[src/rtl/alu_control_seq.sv]
// rtl/alu_control_seq.sv - registered ALU control decoder with mult/div sequencing (option: ALU_CTRL_ILLEGAL_TRAP_EN)
module alu_control_seq #(
   parameter int CTRL_W  = 4,
   parameter int FUNCT_W = 6,
   parameter int MUL_LAT = 4,
   parameter int DIV_LAT = 8
) (
   input  logic               i_clk,
   input  logic               i_rst_n,
   input  logic               i_valid,
   output logic               o_ready,
   input  logic [1:0]         i_ALUOp,
   input  logic [FUNCT_W-1:0] i_funct,
   input  logic               i_flush,
   output logic               o_valid,
   output logic [CTRL_W-1:0]  o_ALUcontrol,
   output logic               o_multi,
   output logic               o_illegal
);

   localparam int MAX_LAT = (MUL_LAT > DIV_LAT) ? MUL_LAT : DIV_LAT;
   localparam int CNT_W   = (MAX_LAT > 2) ? $clog2(MAX_LAT) : 1;

   localparam logic [CNT_W-1:0] MUL_LOAD = CNT_W'(MUL_LAT - 2);
   localparam logic [CNT_W-1:0] DIV_LOAD = CNT_W'(DIV_LAT - 2);

   localparam logic [CTRL_W-1:0] C_AND  = CTRL_W'(4'b0000);
   localparam logic [CTRL_W-1:0] C_OR   = CTRL_W'(4'b0001);
   localparam logic [CTRL_W-1:0] C_ADD  = CTRL_W'(4'b0010);
   localparam logic [CTRL_W-1:0] C_XOR  = CTRL_W'(4'b0011);
   localparam logic [CTRL_W-1:0] C_MUL  = CTRL_W'(4'b0100);
   localparam logic [CTRL_W-1:0] C_DIV  = CTRL_W'(4'b0101);
   localparam logic [CTRL_W-1:0] C_SUB  = CTRL_W'(4'b0110);
   localparam logic [CTRL_W-1:0] C_SLT  = CTRL_W'(4'b0111);
   localparam logic [CTRL_W-1:0] C_SLTU = CTRL_W'(4'b1000);
   localparam logic [CTRL_W-1:0] C_NOR  = CTRL_W'(4'b1100);

   typedef enum logic [0:0] {IDLE, BUSY} state_t;

   state_t             state, state_n;
   logic [CNT_W-1:0]   cnt, cnt_n;
   logic [CTRL_W-1:0]  ctrl, ctrl_n;
   logic               valid, valid_n;
   logic [CTRL_W-1:0]  dec_ctrl;
   logic               dec_multi;
   logic [CNT_W-1:0]   dec_load;
   logic               accept;
`ifdef ALU_CTRL_ILLEGAL_TRAP_EN
   logic               dec_known;
   logic               illegal, illegal_n;
`endif

   // Decode the ALUOp class and R-type funct into a control code and multi-cycle flag.
   always_comb begin
      dec_ctrl  = C_ADD;
      dec_multi = 1'b0;
      dec_load  = MUL_LOAD;
`ifdef ALU_CTRL_ILLEGAL_TRAP_EN
      dec_known = 1'b1;
`endif
      case (i_ALUOp)
         2'b00: dec_ctrl = C_ADD;
         2'b01: dec_ctrl = C_SUB;
         2'b11: dec_ctrl = C_AND;
         default: begin
            case (i_funct)
               FUNCT_W'(6'b100000), FUNCT_W'(6'b100001): dec_ctrl = C_ADD;
               FUNCT_W'(6'b100010), FUNCT_W'(6'b100011): dec_ctrl = C_SUB;
               FUNCT_W'(6'b100100): dec_ctrl = C_AND;
               FUNCT_W'(6'b100101): dec_ctrl = C_OR;
               FUNCT_W'(6'b100110): dec_ctrl = C_XOR;
               FUNCT_W'(6'b100111): dec_ctrl = C_NOR;
               FUNCT_W'(6'b101010): dec_ctrl = C_SLT;
               FUNCT_W'(6'b101011): dec_ctrl = C_SLTU;
               FUNCT_W'(6'b011000): begin
                  dec_ctrl  = C_MUL;
                  dec_multi = 1'b1;
                  dec_load  = MUL_LOAD;
               end
               FUNCT_W'(6'b011010): begin
                  dec_ctrl  = C_DIV;
                  dec_multi = 1'b1;
                  dec_load  = DIV_LOAD;
               end
               default: begin
                  dec_ctrl = C_ADD;
`ifdef ALU_CTRL_ILLEGAL_TRAP_EN
                  dec_known = 1'b0;
`endif
               end
            endcase
         end
      endcase
   end

   assign o_ready = (state == IDLE);
   assign o_multi = (state == BUSY);
   assign accept  = i_valid && o_ready && !i_flush;

   // Next-state logic: single-cycle ops pulse valid, mult/div park in BUSY until the count expires.
   always_comb begin
      state_n = state;
      cnt_n   = cnt;
      ctrl_n  = ctrl;
      valid_n = 1'b0;
`ifdef ALU_CTRL_ILLEGAL_TRAP_EN
      illegal_n = 1'b0;
`endif
      case (state)
         IDLE: begin
            if (accept) begin
`ifdef ALU_CTRL_ILLEGAL_TRAP_EN
               if (!dec_known) begin
                  valid_n   = 1'b1;
                  illegal_n = 1'b1;
               end else
`endif
               begin
                  ctrl_n = dec_ctrl;
                  if (dec_multi) begin
                     state_n = BUSY;
                     cnt_n   = dec_load;
                  end else begin
                     valid_n = 1'b1;
                  end
               end
            end
         end
         default: begin
            if (i_flush) begin
               state_n = IDLE;
               cnt_n   = '0;
            end else if (cnt == '0) begin
               state_n = IDLE;
               valid_n = 1'b1;
            end else begin
               cnt_n = cnt - CNT_W'(1);
            end
         end
      endcase
   end

   // State and output registers; reset aborts any in-flight op without a result.
   always_ff @(posedge i_clk or negedge i_rst_n) begin
      if (!i_rst_n) begin
         state <= IDLE;
         cnt   <= '0;
         ctrl  <= C_ADD;
         valid <= 1'b0;
`ifdef ALU_CTRL_ILLEGAL_TRAP_EN
         illegal <= 1'b0;
`endif
      end else begin
         state <= state_n;
         cnt   <= cnt_n;
         ctrl  <= ctrl_n;
         valid <= valid_n;
`ifdef ALU_CTRL_ILLEGAL_TRAP_EN
         illegal <= illegal_n;
`endif
      end
   end

   assign o_valid      = valid;
   assign o_ALUcontrol = ctrl;
`ifdef ALU_CTRL_ILLEGAL_TRAP_EN
   assign o_illegal    = illegal;
`else
   assign o_illegal    = 1'b0;
`endif

endmodule

[config.mk]
export PLATFORM = sky130hd
export DESIGN_NAME = alu_control_seq
export DESIGN_NICKNAME = d
export VERILOG_FILES = /design/src/rtl/alu_control_seq.sv
export SDC_FILE = /design/constraint.sdc
export NUM_CORES = 1
export LEC_CHECK = 0
export BUFFER_PORTS_ARGS = -buffer_cell sky130_fd_sc_hd__buf_2
export CAP_MARGIN = 10
export CORE_AREA = 2 2 39 41
export CTS_CLUSTER_DIAMETER = 150
export DETAILED_ROUTE_END_ITERATION = 8
export DIE_AREA = 0 0 41 43
export GPL_ROUTABILITY_DRIVEN = 1
export GPL_TIMING_DRIVEN = 1
export PLACE_DENSITY = 0.83
export SYNTH_ARGS = -nofsm -noshare
export SYNTH_HDL_FRONTEND = slang
export SYNTH_SLANG_ARGS = --single-unit
[constraint.sdc]
create_clock -name i_clk -period 1.7 [get_ports i_clk]
set_input_delay 0.085 -clock i_clk [delete_from_list [all_inputs] [get_ports i_clk]]
set_output_delay 0.085 -clock i_clk [all_outputs]
set_load 0.01 [all_outputs]
==> flow_summary.yaml <==
pwr:
  power.leakage_uw: 0.000334
  vdd_drop_max_mv: 0.335
  p_per_area_mw_per_mm2: 726
synth:
  synth.yosys.warnings: 0
  dominantRegCellSynth: "sky130_fd_sc_hd__dfrtp_1"
  synth.avg_cell_area_um2: 9.06
  synth_seq_cells: 9
  synthDominantAreaCellType: "sky130_fd_sc_hd__dfrtp_1"
  synthDistinctLibCells: 30
  asyncSetResetFlopFracSynth: 1.00
  synth.cell_area_um2: 607
  synth_largest_type_area_fraction: 0.330
  cell_with_the_most_instances_after_synthesis: "sky130_fd_sc_hd__dfrtp_1"
  netlist_instances: 67
  edff_count_synth: 0
  yosys-top-cells-area: "sky130_fd_sc_hd__dfrtp_1, sky130_fd_sc_hd__nand2b_1, sky130_fd_sc_hd__dfstp_2"
  synth-seq-area-share: 0.373
  synth_fp_nets: 81
  ys_top_cells_by_count: "sky130_fd_sc_hd__dfrtp_1, sky130_fd_sc_hd__nand2b_1, sky130_fd_sc_hd__nand2_1"
sta:
  hold-worst-slack_ps: 101
  report.final.hold_viol_count: 0
  setup_repair_after_global_routing_missed_its_margin: "no"
  final_critical_path_time_including_i_o_delays_and_setup_ps: 1580
  slew_violations: 0
  fin_worst_skew_ps: 0.648
  final-setup-viol-count: 0
  setup-tns-final_ps: 0
  min_period_over_period: 0.931
  fmaxAchievable_ghz: 0.632
grt:
  grt_pass1_wl_mm: 1.99
  gr-total-overflow: 0
  antenna_violations_before_repair: 0
  track_usage: 0.175
  first_global_vias: 516
  grt_max_degree: 10
clock_network:
  insertion_delay_ps: 260
  clock_tree_from_tritoncts: "done"
  cts.sinks: 9
  cts_buffers: 3
  cts.reportedPaths.clkPinSlew_ps: 60
  post_cts.repair.setup_buffers: 0
  clock-root-buffer: "sky130_fd_sc_hd__clkbuf_4"
  htree_levels: 1
  cts-root-to-sink-buffers: 2
route:
  via_count: 553
  route.detailed.drc: 0
  detail_route.iter0.violations: 1
  ant_nets: 0
  route.detailed.vias_per_inst: 5.32
  finalWirelength_mm: 1.24
  drt_first_pass_iters: 4
  detail_route.wl_per_cell_um: 11.9
die:
  fp-row-count: 14
  design.core.area_mm2: 0.00138
  die_height_um: 43
  num_io_pins: 20
  die_area_mm2: 0.00176
  initial_core_util: 0.439
  floorplan.die.width_um: 41
worst_setup_path:
  slowest_stage_delay_on_critical_path_ps: 450
  criticalPathCategory: "register to register"
  critical_path.startpoint: "o_multi$_DFF_PN0_"
  required_ps: 1820
  worst_setup_path_start_kind: "register"
  worstPathCellList: "or3b_4 > nor4_4 > o221ai_1"
  worst_setup_path_end_kind: "register"
  critPathMaxFanout: 8
  rr_worst_depth: 3
  crit-reg2reg-launch: "o_multi$_DFF_PN0_"
  timing.critical_path.slowest_stage_cell: "sky130_fd_sc_hd__or3b_4"
  worst_r2r_endpoint: "cnt[2]$_DFFE_PN0P_"
  critical_path_arrival_ps: 1710
  worst_case_register_to_register_setup_slack_ps: 120
placement:
  gp_congestion: 0.738
  hpwl_mm: 1.00
  io_buffers: 18
finish:
  antenna_cells: 0
  share_of_cells_above_drive_strength_1: 0.284
  areaGrowthSynthToFinish_pct: 22.5
  final_nets: 103
outcome:
  outcome: "complete, no violations"
min_path:
  worst_hold_path.num_cells: 3
  holdPathEnd: "o_valid$_DFF_PN0_"
  hold_class: "input pin to register"
  launch_instance_of_the_worst_min_delay_path: "i_valid"
job:
  max-cap-violations: 0
==> worst max-delay path: cells and delay by family, from the launching register on <==
kind	cells	cell delay, ps
AO/OA/AOI/OAI	1	170
flip-flops	1	430
AND/OR/NAND/NOR	2	840
==> repair_timing <==
item | CTS | global route
hold buffers | 1 | 0
gates resized for setup | 0 | 1
endpoints found under the setup margin | 0 | 1
hold endpoints to repair | 9 | 0
==> cell usage in the layout, fill, tap and decap left out, drive strengths merged, types with 2 or more instances in the layout <==
cell type / synthesis / final
a21oi: 3 / 3
buf: 2 / 18
clkbuf: 0 / 4
dfrtp: 8 / 8
ha: 2 / 2
inv: 5 / 5
nand2: 6 / 6
nand2b: 7 / 7
nor2: 5 / 5
nor2b: 2 / 2
o21ai: 7 / 7
o31ai: 3 / 3
==> flip-flops by register name, summed over array words and instances, names as in the netlist <==
signal,cells
o_ALUcontrol,4
cnt,3
o_multi,1
o_valid,1
==> metal layers <==
metal,global-route usage,part of all wire,vias up
met5,0,0,-
met4,0.140,0.034,0
met3,0.0314,0.057,4
met2,0.278,0.48,17
met1,0.187,0.43,250
li1,-,-,282
==> per-stage QoR <==
stage	worst slack, ps	area, µm²	cells	utilization	power, µW
after floorplan	229	607	67	-	329
after global placement	198	704	99	0.509	370
after detailed placement	127	704	99	0.509	377
after CTS	115	741	104	0.535	547
after global routing	1.69	743	104	0.537	578
final	118	743	104	0.537	540
==> where the power goes <==
part / internal (µW) / switching, µW
logic: 57.6 / 69.4
registers: 236 / 12.3
clock network: 90.4 / 74.4
total: 384 / 156
==> final cells by class <==
type	count	area, µm²
multi-input cells	51	352
well taps	16	20.0
clock buffers	4	26.3
fillers	126	641
inverters	5	18.8
flip-flops and latches	9	226
repair buffers	19	100
==> cells by family after synthesis <==
| group | share of synthesized area |
|---|---|
| AOI/OAI and AO/OA | 0.214 |
| xor gates and xnor gates | 0.0144 |
| adders and majority gates | 0.0412 |
| buffers and inverters | 0.0515 |
| DFF | 0.373 |
| muxes | 0.0351 |
| other | 0.00618 |
| and+or+nand+nor | 0.264 |
==> how the worst max path moves through the flow <==
stage / slack [ps] / cells past startpoint / endpoint
floorplan: 230 / 4 / cnt[2]$_DFFE_PN0P_
global placement: 200 / 3 / cnt[2]$_DFFE_PN0P_
detailed placement: 130 / 3 / cnt[2]$_DFFE_PN0P_
CTS: 110 / 3 / cnt[2]$_DFFE_PN0P_
global route: 2 / 3 / cnt[2]$_DFFE_PN0P_
finish: 120 / 3 / cnt[2]$_DFFE_PN0P_
Power figures use the tool's default switching activity.
